**config.mk**
```make
export PLATFORM = sky130hd
export DESIGN_NAME = apb_master_ctrl
export DESIGN_NICKNAME = d
export VERILOG_FILES = /design/src/rtl/apb_master_ctrl.sv
export SDC_FILE = /design/constraint.sdc
export NUM_CORES = 1
export LEC_CHECK = 0
export CORE_AREA = 2 2 158 98
export DETAILED_ROUTE_END_ITERATION = 6
export DIE_AREA = 0 0 160 100
export GPL_TIMING_DRIVEN = 0
export HOLD_SLACK_MARGIN = 0.05
export PLACE_DENSITY_LB_ADDON = 0.2
export SETUP_SLACK_MARGIN = 0.05
export SLEW_MARGIN = 15
export SYNTH_ARGS = -nofsm -noshare
export SYNTH_HDL_FRONTEND = slang
export SYNTH_SLANG_ARGS = --single-unit
```
**constraint.sdc**
```tcl
create_clock -name Pclk -period 2.4 [get_ports Pclk]
set_input_delay 0.36 -clock Pclk [delete_from_list [all_inputs] [get_ports Pclk]]
set_output_delay 0.36 -clock Pclk [all_outputs]
set_load 0.02 [all_outputs]
```
**src/rtl/apb_master_ctrl.sv**
```systemverilog
// APB4 master: single-outstanding command port to SETUP/ACCESS transfers,
// with address-decoded slave select and a stall timeout.
module apb_master_ctrl #(
  parameter int ADDR_WIDTH     = 32,
  parameter int DATA_WIDTH     = 32,
  parameter int NUM_SLAVES     = 4,
  parameter int TIMEOUT_CYCLES = 16
) (
  input  logic                             Pclk,
  input  logic                             Presetn,
  input  logic                             transfer,
  output logic                             cmd_ready,
  input  logic                             cmd_write,
  input  logic [ADDR_WIDTH-1:0]            cmd_addr,
  input  logic [DATA_WIDTH-1:0]            cmd_wdata,
  input  logic [DATA_WIDTH/8-1:0]          cmd_strb,
  output logic                             rsp_valid,
  output logic [DATA_WIDTH-1:0]            rsp_rdata,
  output logic                             rsp_err,
  output logic                             rsp_timeout,
  output logic [ADDR_WIDTH-1:0]            Paddr,
  output logic [NUM_SLAVES-1:0]            Psel,
  output logic                             Penable,
  output logic                             Pwrite,
  output logic [DATA_WIDTH-1:0]            Pwdata,
  output logic [DATA_WIDTH/8-1:0]          Pstrb,
  input  logic [NUM_SLAVES-1:0]            Pready,
  input  logic [NUM_SLAVES*DATA_WIDTH-1:0] Prdata,
  input  logic [NUM_SLAVES-1:0]            Pslverr
);

  localparam int SB = $clog2(NUM_SLAVES);
  localparam int SW = DATA_WIDTH / 8;
  localparam int CW = $clog2(TIMEOUT_CYCLES + 1) + 1;
  localparam logic [CW-1:0] TO_LAST =
    CW'((TIMEOUT_CYCLES == 0) ? 0 : TIMEOUT_CYCLES - 1);

  typedef enum logic [1:0] {
    IDLE,
    SETUP,
    ACCESS,
    RESP
  } state_t;

  state_t state, state_nx;

  logic [SB-1:0]         cmd_idx;
  logic [SB:0]           idx_ext;
  logic                  dec_err;
  logic [SB-1:0]         idx_q;
  logic [ADDR_WIDTH-1:0] addr_q;
  logic                  write_q;
  logic [DATA_WIDTH-1:0] wdata_q;
  logic [SW-1:0]         strb_q;
  logic [CW-1:0]         cnt;
  logic [DATA_WIDTH-1:0] rdata_q;
  logic                  err_q;
  logic                  to_q;
  logic                  sel_ready;
  logic                  sel_err;
  logic [DATA_WIDTH-1:0] sel_rdata;
  logic                  to_hit;

  assign cmd_idx = cmd_addr[ADDR_WIDTH-1 -: SB];
  assign idx_ext = {1'b0, cmd_idx};
  assign dec_err = idx_ext >= (SB+1)'(NUM_SLAVES);
  assign to_hit  = (TIMEOUT_CYCLES != 0) && (cnt == TO_LAST);

  // Only the addressed slave's response lines are ever looked at
  always_comb begin
    sel_ready = 1'b0;
    sel_err   = 1'b0;
    sel_rdata = '0;
    Psel      = '0;
    for (int i = 0; i < NUM_SLAVES; i++) begin
      if (idx_q == SB'(i)) begin
        sel_ready = Pready[i];
        sel_err   = Pslverr[i];
        sel_rdata = Prdata[i*DATA_WIDTH +: DATA_WIDTH];
        Psel[i]   = (state == SETUP) || (state == ACCESS);
      end
    end
  end

  always_ff @(posedge Pclk) begin
    if (!Presetn) state <= IDLE;
    else          state <= state_nx;
  end

  always_comb begin
    state_nx = state;
    unique case (state)
      IDLE:    if (transfer) state_nx = dec_err ? RESP : SETUP;
      SETUP:   state_nx = ACCESS;
      ACCESS:  if (sel_ready || to_hit) state_nx = RESP;
      RESP:    state_nx = IDLE;
      default: state_nx = IDLE;
    endcase
  end

  always_ff @(posedge Pclk) begin
    if (!Presetn) begin
      addr_q  <= '0;
      write_q <= 1'b0;
      wdata_q <= '0;
      strb_q  <= '0;
      idx_q   <= '0;
      cnt     <= '0;
      rdata_q <= '0;
      err_q   <= 1'b0;
      to_q    <= 1'b0;
    end else begin
      unique case (state)
        IDLE: begin
          if (transfer) begin
            addr_q  <= cmd_addr;
            write_q <= cmd_write;
            wdata_q <= cmd_wdata;
            strb_q  <= cmd_write ? cmd_strb : '0;
            idx_q   <= cmd_idx;
            cnt     <= '0;
            rdata_q <= '0;
            err_q   <= dec_err;
            to_q    <= 1'b0;
          end
        end
        ACCESS: begin
          if (sel_ready) begin
            rdata_q <= (write_q || sel_err) ? '0 : sel_rdata;
            err_q   <= sel_err;
            to_q    <= 1'b0;
          end else if (to_hit) begin
            rdata_q <= '0;
            err_q   <= 1'b1;
            to_q    <= 1'b1;
          end else begin
            cnt <= cnt + CW'(1);
          end
        end
        default: ;
      endcase
    end
  end

  assign cmd_ready   = (state == IDLE);
  assign Penable     = (state == ACCESS);
  assign rsp_valid   = (state == RESP);
  assign rsp_rdata   = rsp_valid ? rdata_q : '0;
  assign rsp_err     = rsp_valid & err_q;
  assign rsp_timeout = rsp_valid & to_q;
  assign Paddr       = addr_q;
  assign Pwrite      = write_q;
  assign Pwdata      = wdata_q;
  assign Pstrb       = strb_q;

endmodule

```
==> results of run 1 <==
-- power by group through the flow --
| stage | registers (mW) | logic, mW | clock network (mW) |
|---|---|---|---|
| after floorplan | 2.26 | 0.831 | 0 |
| after global placement | 2.11 | 1.87 | 0 |
| after detailed placement | 2.11 | 1.87 | 0 |
| after CTS | 2.08 | 1.88 | 1.47 |
| after global routing | 2.09 | 2.01 | 1.55 |
| final | 2.08 | 1.86 | 1.43 |
-- critical path, stage by stage --
cell and delay (ps):
sky130_fd_sc_hd__clkdlybuf4s50_1 460, sky130_fd_sc_hd__mux4_2 600, sky130_fd_sc_hd__a211oi_4 350, sky130_fd_sc_hd__nor2_2 190, sky130_fd_sc_hd__buf_4 250, sky130_fd_sc_hd__o21a_1 190
-- area by class of cell --
cell class,instances,area (sq um)
inverters,4,15.0
well taps,203,254
flip-flops and latches,111,2220
plain buffers,44,205
repair buffers,317,3220
clock buffers,10,229
clock inverters,6,53.8
multi-input cells,429,3020
fillers,1353,5580
-- cell usage in the layout, fill, tap and decap left out, drive strengths merged --
cell,n
buf,11
dlymetal6s2s,22
nand3,9
nor3b,1
and2,35
clkinv,4
or2,1
a2111o,3
inv,6
o31ai,1
and3b,1
ha,4
mux2i,34
o221a,1
o21bai,1
a21boi,70
a211o,1
nor4b,1
and3,2
dlygate4sd2,10
dfxtp,111
nor4,2
o2111ai,2
nor2b,3
and4,1
o211ai,1
clkbuf,43
o21ai,1
nand2,207
nor2,5
nand3b,2
mux4,34
a32oi,1
a21oi,2
a211oi,1
o21a,2
clkdlybuf4s50,285
-- sequential cells by signal, indices dropped and copies added (netlist names) --
name and count:
err_q 1, cnt 6, idx_q 2, Paddr 30, rdata_q 32, Pwdata 32
to_q 1, Pwrite 1, Pstrb 4, state 2
-- kinds of logic after synthesis --
family / synth area share, %
and+or+nand+nor: 21.6
DFF: 40.8
AOI/OAI and AO/OA: 12.5
muxes: 20.3
buffers and inverters: 3.86
adders and majority gates: 0.920
-- per-stage QoR --
step           TNS (ps)  hold WS [ps]  util [%]  cells  setup slack (ps)
6_report              0           454      62.3   1124               222
5_1_grt               0           467      62.3   1124              89.7
4_1_cts               0           456      61.9   1125              21.1
3_5_place_dp      -5560           443      59.9   1110              -286
3_3_place_gp      -6150           439      59.9   1110              -281
2_1_floorplan         0           427         -    590               373
-- layer usage --
layer  share of wire, %  vias to the layer above
met5                  0                        -
met4               0.84                        0
met3                7.6                       13
met2                 45                      162
met1                 46                     2496
li1                   -                     2660
-- timing repair --
action	CTS	global route
setup buffers	0	0
resized for setup	23	30
endpoints found under the setup margin	37	51
-- path summary, 6_finish.rpt --
kind / start / end / slack (ps) / depth (start not counted)
worst max-delay path: Pready[3] / state[0]$_SDFFE_PN0P_ / 220 / 6
worst min-delay path: rdata_q[27]$_SDFFE_PN0P_ / rdata_q[27]$_SDFFE_PN0P_ / 450 / 2
worst max register to register: idx_q[0]$_SDFFE_PN0P_ / state[0]$_SDFFE_PN0P_ / 230 / 5
worst min register to register: rdata_q[27]$_SDFFE_PN0P_ / rdata_q[27]$_SDFFE_PN0P_ / 450 / 2
==> results.md, run 1 <==
- The I/O pin count is ~320.
- Based on the critical path, the design can be clocked at up to around 460 MHz.
- The tree built by TritonCTS fans out to 111 sinks.
- The total routing resource utilization after global routing is about 22%.
- Net switching is approximately a third of the power.
- VDD sags by at most around 0.35 mV.
- The die outline area is roughly 16000 sq um.
- The die outline height is 100 microns.
- The cell area power density is slightly below 600 nW/um^2.
- For the pin with the worst max-slew slack, the measured transition is 603 ps.
- The total of hold buffers inserted after clock tree synthesis is 0.
- The total of flip-flops plus latches after synthesis is 111.
- The biggest area consumer among synthesized cells is sky130_fd_sc_hd__dfxtp_1.
- The met1 track demand over resource in global routing is 30.6%.
- In this run the remaining antenna-violating nets after routing total 0.
- Dividing the detail-routed via count by the number of cells gives 4.74.
- The first-pass GRT wire length is 27900 microns.
- Entering global routing, the biggest net connects 20 pins.
- The share of total power dissipated in sequential elements is between 30 and 40%.
- The final RePlAce weighted congestion is around 0.79.
- The total chip power is around 5.4 mW.
- The first TritonRoute pass finished after 4 iterations.
- The Yosys step of the flow raised 0 warnings.
- After clock tree synthesis, the clock-pin slew on the worst setup and hold paths is roughly 80 ps.
- The count of vias placed by the detailed router is about 5300.
- The instance area at placement is 8870 sq um.
- For the final database, setup skew stands at roughly 13 ps.
- The busiest layer in global routing is met2.
- After layout, the worst path uses around 91% of the clock period.
- The first routing iteration left 272 violations.
- The core box area is around 15000 sq um.
- The worst setup path is captured at a register.
- TritonCTS built the clock tree.
- Of the post-synthesis cell area, the dominant cell type holds 40.8%.
- The synthesized netlist occupies a cell area of about 5400 sq um.
- The max-slew violation count is 0.
- At the later pin of the worst-skew pair, clock insertion delay measures 340 ps.
- Synthesis produced a netlist whose cell count is approximately 600.
- The relative slew slack is between 50 and 60%.
- The share of total power dissipated in the clock network is 26.6%.
- The number of port buffers is 317.
- From synthesis to final layout, the design area changed by 69.4%.
- The final wirelength is approximately 18000 microns.
- Dividing the synthesized area by the synthesized cell count gives about 9.2 sq um.
- Of all nets on the critical path, the largest fanout is 10.
- Summed over all nets, the half-perimeter wirelength after detailed placement is 14900 microns.
- The most frequent cell after synthesis is sky130_fd_sc_hd__nand2_1.
- Counting every net in the synthesized netlist gives 802.
- The initial antenna violation count was 0.
- The worst-case clock buffer depth is 2.
- Setup repair after global routing left no endpoint under its margin.
- Data arrives at the worst endpoint at 2410 ps.
- The wire length per cell after detailed routing is between 15 and 20 microns.
- Summed over all cells, the static leakage comes to 3.75 nW.
- The type of the worst min-delay path is register to register.
- The floorplan step set the die width to roughly 160 microns.
- The count of endpoints failing hold in the final timing report is 0.
- Max-cap violations in this run came to 0.
- The data required time at the worst endpoint is approximately 2600 ps.
- Of the total power, combinational logic draws between 30% and 40%.
- The final setup violation count is 0.
- Cells with a size suffix above 1 make up about 8.0% of the layout.
- The flow ran to the end, and the final reports show no timing, DRC or antenna violations.
- The number of nets in the layout is ~1100.
- The via count of the first global-routing pass is about 5200.
- The count of flip-flops with a built-in enable after synthesis is 0.
- After layout, the minimum clock period comes to approximately 2200 ps.
- The sequential-to-total area share from yosys stat is between 40% and 50%.
- The met2 track demand over resource in global routing is around a third.
- The repair_antennas step left the layout with diodes totalling 0.
- Summed over all nets, the switching power comes to about 1.7 mW.
- The fraction of registers with async set/reset is 0%.
- After routing the design area is ~9200 sq um.
- The H-tree depth is 3.
- The post-synthesis cell type count is 38.
- The sort of element at the start of the critical path is a primary input.
- The TritonCTS buffer count is 9.
- The met3 track demand over resource is under 10%.
- The clock tree root buffer cell is sky130_fd_sc_hd__clkbuf_16.
- By area the synthesized netlist is led by sky130_fd_sc_hd__dfxtp_1 41%, sky130_fd_sc_hd__nand2_1 14%, sky130_fd_sc_hd__mux4_2 14%.
- Row generation in the floorplan step produced 35 rows.
- The main flop type after synthesis is sky130_fd_sc_hd__dfxtp_1.
- The internal power of the cells totals 3.66 mW.
- The type of the worst setup path is primary input to register.
- The remaining global-route overflow is 0.
- By count the netlist is led by 207 x sky130_fd_sc_hd__nand2_1, 111 x sky130_fd_sc_hd__dfxtp_1, 59 x sky130_fd_sc_hd__a21boi_0, 35 x sky130_fd_sc_hd__and2_1.
- The initial core utilization is 36.8%.
- After detailed routing, the number of remaining DRC violations is 0.
Power figures use the tool's default switching activity.
==> inputs of run 2 (changes only) <==
--- a/config.mk
+++ b/config.mk
@@ -5,6 +5,7 @@
 export SDC_FILE = /design/constraint.sdc
 export NUM_CORES = 1
 export LEC_CHECK = 0
+export ABC_CLOCK_PERIOD_IN_PS = 2400
 export CORE_AREA = 2 2 158 98
 export DETAILED_ROUTE_END_ITERATION = 6
 export DIE_AREA = 0 0 160 100
==> results of run 2 <==
Same layout as run 1: the final DEF is identical, and so are final timing and power.
